[config.mk]
export PLATFORM = sky130hd
export DESIGN_NAME = nr_iter_ctrl
export DESIGN_NICKNAME = d
export VERILOG_FILES = /design/src/rtl/nr_iter_ctrl.sv
export SDC_FILE = /design/constraint.sdc
export NUM_CORES = 1
export LEC_CHECK = 0
export ABC_AREA = 1
export BUFFER_PORTS_ARGS = -buffer_cell sky130_fd_sc_hd__buf_4
export CAP_MARGIN = 20
export CORE_AREA = 2 2 219 221
export CTS_BUF_LIST = sky130_fd_sc_hd__clkbuf_8
export DETAILED_ROUTE_END_ITERATION = 10
export DIE_AREA = 0 0 221 223
export SYNTH_ARGS = -nofsm -noshare
export SYNTH_HDL_FRONTEND = slang
export SYNTH_SLANG_ARGS = --single-unit
[constraint.sdc]
create_clock -name clk -period 1.7 [get_ports clk]
set_input_delay 0.17 -clock clk [delete_from_list [all_inputs] [get_ports clk]]
set_output_delay 0.17 -clock clk [all_outputs]
set_load 0.02 [all_outputs]
[src/rtl/nr_iter_ctrl.sv]
// nr_iter_ctrl: Newton-Raphson iteration sequencer driving the F evaluator and handing F to the update stage
module nr_iter_ctrl #(
  parameter int         F_LATENCY = 24,
  parameter int         MAX_ITER  = 32,
  parameter logic [7:0] TOL_EXP   = 8'd103,
  parameter int         ITER_W    = 6
) (
  input  logic              clk,
  input  logic              rst,
  input  logic              start,
  input  logic [31:0]       x0_init,
  input  logic [31:0]       x1_init,
  input  logic [31:0]       x2_init,
  output logic [33:0]       x0,
  output logic [33:0]       x1,
  output logic [33:0]       x2,
  input  logic [31:0]       f0,
  input  logic [31:0]       f1,
  input  logic [31:0]       f2,
  input  logic [31:0]       f3,
  output logic [31:0]       f0_q,
  output logic [31:0]       f1_q,
  output logic [31:0]       f2_q,
  output logic [31:0]       f3_q,
  output logic              f_valid,
  input  logic              upd_valid,
  input  logic [31:0]       x0_next,
  input  logic [31:0]       x1_next,
  input  logic [31:0]       x2_next,
  output logic              upd_ready,
  output logic              busy,
  output logic              done,
  output logic              converged,
  output logic              nan_err,
  output logic [ITER_W-1:0] iter_cnt
);
  localparam int CNT_W = $clog2(F_LATENCY);

  typedef enum logic [2:0] {IDLE, WAIT, CAPTURE, CHECK, HANDOFF, FINISH} state_t;

  state_t           state, state_n;
  logic [CNT_W-1:0] lat_cnt;
  logic [31:0]      x0_r, x1_r, x2_r;
  logic [3:0][7:0]  exps;
  logic             any_nf, all_small, at_limit, lat_done;

  assign x0        = {2'b00, x0_r};
  assign x1        = {2'b00, x1_r};
  assign x2        = {2'b00, x2_r};
  assign f_valid   = state == HANDOFF;
  assign upd_ready = f_valid;
  assign busy      = state != IDLE;
  assign done      = state == FINISH;
  assign exps      = {f3_q[30:23], f2_q[30:23], f1_q[30:23], f0_q[30:23]};
  assign at_limit  = iter_cnt == ITER_W'(MAX_ITER);
  assign lat_done  = lat_cnt == CNT_W'(F_LATENCY - 1);

  // classify the captured F: any non-finite lane, or every lane below tolerance (sign ignored)
  always_comb begin
    any_nf    = 1'b0;
    all_small = 1'b1;
    for (int i = 0; i < 4; i++) begin
      any_nf    = any_nf | (exps[i] == 8'hFF);
      all_small = all_small & (exps[i] < TOL_EXP);
    end
  end

  // state register
  always_ff @(posedge clk) begin
    if (rst) state <= IDLE;
    else     state <= state_n;
  end

  // next-state logic; the evaluator has no strobe so WAIT simply counts out its latency
  always_comb begin
    state_n = state;
    case (state)
      IDLE:    state_n = start ? WAIT : IDLE;
      WAIT:    state_n = lat_done ? CAPTURE : WAIT;
      CAPTURE: state_n = CHECK;
      CHECK:   state_n = (any_nf || all_small || at_limit) ? FINISH : HANDOFF;
      HANDOFF: state_n = upd_valid ? WAIT : HANDOFF;
      FINISH:  state_n = IDLE;
      default: state_n = IDLE;
    endcase
  end

  // datapath: x load/update, F capture, iteration count, result flags, latency counter
  always_ff @(posedge clk) begin
    if (rst) begin
      lat_cnt   <= '0;
      x0_r      <= '0;
      x1_r      <= '0;
      x2_r      <= '0;
      f0_q      <= '0;
      f1_q      <= '0;
      f2_q      <= '0;
      f3_q      <= '0;
      iter_cnt  <= '0;
      converged <= 1'b0;
      nan_err   <= 1'b0;
    end else begin
      lat_cnt <= (state == WAIT) ? lat_cnt + 1'b1 : '0;
      if (state == IDLE && start) begin
        x0_r      <= x0_init;
        x1_r      <= x1_init;
        x2_r      <= x2_init;
        iter_cnt  <= '0;
        converged <= 1'b0;
        nan_err   <= 1'b0;
      end
      if (state == CAPTURE) begin
        f0_q     <= f0;
        f1_q     <= f1;
        f2_q     <= f2;
        f3_q     <= f3;
        iter_cnt <= iter_cnt + 1'b1;
      end
      if (state == CHECK) begin
        nan_err   <= any_nf;
        converged <= !any_nf && all_small;
      end
      if (state == HANDOFF && upd_valid) begin
        x0_r <= x0_next;
        x1_r <= x1_next;
        x2_r <= x2_next;
      end
    end
  end
endmodule

==> flow_summary.ini <==
[setup_path]
reg2reg_depth = 9
cp-start-kind = flip-flop
crit_path_end_kind = primary output
cp_common_cell = buf_6
cp_cell_sequence = buf_6, inv_4, buf_6, nand2_4, nor2_4, buf_6
r2r_setup_slack_ns = 0.09
r2r_end = f0_q[5]$_SDFFE_PP0P_
crit_slowest_cell = dfxtp_2
cp_max_fo = 3
arrival_ns = 1.46
r2r_start = state[0]$_SDFF_PP0_
crit_type = reg2out
worstPathRequired_ns = 1.53
cp_slowest_stage_delay_ns = 0.33

[sta]
relSlewSlack = 0.6207
max_freq_mhz = 612.5
finalHoldViolCount = 0
skew_ns = 0.02779
finalSetupViolations = 0
rsz0062_at_grt = true
min_period_over_period = 0.9604
whs_ns = 0.05835
fin_crit_ns = 1.633
tightestPinTransition_ns = 0.5630
drv_slew = 0

[drt]
vias = 12230
wire_per_inst_um = 15.81
first_pass_iters = 5
ant_nets = 0
drc = 0
vias_per_cell = 4.417
wl_mm = 43.75
drt-initial-drc-count = 554

[clocking]
insertion_delay_ns = 0.60
cts.htree.levels = 2
cts_buffers = 46
cts_sinks = 240
cts_buffer_depth = 3
clk_pin_slew_ns = 0.06
cts_root_buf = clkbuf_8
cts_tree = yes

[logic_synthesis]
synth_ff_type = dfxtp_1
muxShareOfSynthArea = 0
yosysUniqueCellTypes = 29
synth_edf_count = 0
synthCells = 1267
synth_compound_area_frac = 0.2561
yosysWarnings = 0
synth.ff_latch_count = 240
yosys.area_share.xor_xnor = 0
synth_top_family_by_area = compound AO/OA/AOI/OAI gates
yosysSeqAreaShare = 0.4972
synthesis.area_um2 = 9663
syn_area_per_cell_um2 = 7.627
synthAdderAreaFrac = 0.003885
yosys.area_share.simple = 0.1830
async_flop_share = 0

[worst_hold_path]
min_to = x1_r[8]$_SDFFE_PP0P_
whs_path_depth = 4
min-delay-start = x1_next[8]
min_path_type = in2reg

[global_route]
overflow = 0
grt_max_degree = 105
grt_pass1_wl_mm = 66.21
track_usage = 0.1659
grt_pass1_vias = 12240
antenna_found_initial = 1

[floorplanning]
initial_core_util = 0.2050
fp.dieH_um = 223
dieArea_um2 = 49280
ios = 566
rows = 80
die_x_um = 221
core_area_um2 = 47150

[layout]
nets = 2453
num_antenna_cells = 0
drive_gt1_frac = 0.3131
area_growth_syn_to_layout_pct = 94.04

[placed_design]
hpwl_mm = 27.76
port-buffer-count = 559
gp_congestion = 0.8215

[pwr]
seqPwrFrac = 0.423
comb_power_share = 0.172
swShare = 0.2572
p_leak_nw = 8.309
p_sw_mw = 3.567
vdd_drop_max_mv = 0.6438
internal-power_mw = 10.30
finalPower_mw = 13.87
clockPowerShare = 0.405
pwr_density_cell_nw_per_um2 = 739.6

[status]
status = finished clean

[job]
drv_cap = 0
==> power groups by stage <==
stage / clock network [mW] / registers [mW] / logic [mW]
after floorplan: 0 / 6.14 / 0.561
after global placement: 0 / 5.97 / 1.69
after detailed placement: 0 / 5.98 / 1.71
after CTS: 5.87 / 5.86 / 2.32
after global routing: 6.07 / 5.87 / 2.56
final: 5.61 / 5.86 / 2.39
==> synthesized netlist by cell type (all sizes together), types with 13 or more instances <==
cell    instances  area [µm²]
a21oi         118       590.6
buf            43       255.2
clkbuf         58       219.0
dfxtp         240        4805
inv            26       100.1
nand2         160       615.6
nand3          13       70.07
nor2          270        1035
o21ai         228        1141
o21bai         96       720.7
==> per-stage QoR <==
stage / instances / setup slack, ns / area, µm² / TNS (ns) / utilization
6_report: 2768 / 0.06725 / 18750 / 0 / 0.3977
5_1_grt: 2768 / -0.02203 / 18750 / -0.1552 / 0.3977
4_1_cts: 2766 / -0.03863 / 18630 / -0.03863 / 0.3952
3_5_place_dp: 2375 / -0.05863 / 14560 / -0.05863 / 0.3088
3_3_place_gp: 2375 / -0.02860 / 14560 / -0.02860 / 0.3088
2_1_floorplan: 1272 / 0.2695 / 9682 / 0 / -
==> layout by cell type (no fill, tap or decap), drive strengths merged, types with 13 or more instances in the layout <==
master         n
dlygate4sd3  314
dfxtp        240
o21ai        228
nor2         270
buf          591
nand3         13
a21oi        118
nand2        160
inv           40
clkbuf        55
o21bai        96
==> cell families after synthesis <==
| logic type | count (synthesis) |
|---|---|
| buffers and inverters | 127 |
| DFF | 240 |
| and+or+nand+nor | 451 |
| other | 1 |
| adders and majority gates | 3 |
| AOI/OAI and AO/OA | 445 |
==> critical path: cells and delay by family, from the launching register on <==
kind                   cells  cell delay, ns
flip-flops                 1            0.33
AND/OR/NAND/NOR            2            0.12
buffers and inverters      4            0.40
==> how the worst max path moves through the flow <==
stage	from	endpoint	slack (ns)
after floorplan	state[0]$_SDFF_PP0_	x0_r[22]$_SDFFE_PP0P_	0.27
after global placement	state[0]$_SDFF_PP0_	x1_r[22]$_SDFFE_PP0P_	-0.03
after detailed placement	state[0]$_SDFF_PP0_	x1_r[22]$_SDFFE_PP0P_	-0.06
after CTS	state[1]$_SDFF_PP0_	done	-0.04
after global routing	state[1]$_SDFF_PP0_	done	-0.02
final	state[1]$_SDFF_PP0_	done	0.07
==> repair_timing <==
item | CTS | global route
endpoints found under the setup margin | 5 | 82
hold buffers | 314 | 0
pin swaps | 1 | 2
endpoints found under the hold margin | 225 | 0
gates cloned | 0 | 2
setup buffers | 2 | 0
resized for setup | 16 | 18
==> layout make-up <==
cell class	instances	area, µm²
clock buffer	53	729.5
clock inverter	22	143.9
fill	4488	28390
inverter	26	108.9
multi-input combinational	905	4347
sequential	240	4808
tap	615	769.5
timing repair buffer	907	7844
==> per-layer routing <==
| metal | up-vias | part of all wire | track usage |
|---|---|---|---|
| met3 | 117 | 0.076 | 0.05057 |
| met5 | - | 0 | 0 |
| met4 | 0 | 0.043 | 0.07426 |
| li1 | 5907 | - | - |
| met1 | 5656 | 0.38 | 0.1828 |
| met2 | 546 | 0.50 | 0.2929 |
==> flip-flops by register name (all words and copies together) (netlist names), 5 cells and up <==
signal and cells:
f3_q 32, x0_r 32, lat_cnt 5, x2_r 32, f1_q 32, iter_cnt 6
x1_r 32, f2_q 32, f0_q 32
Note: power is estimated with default switching activity, not from simulation.
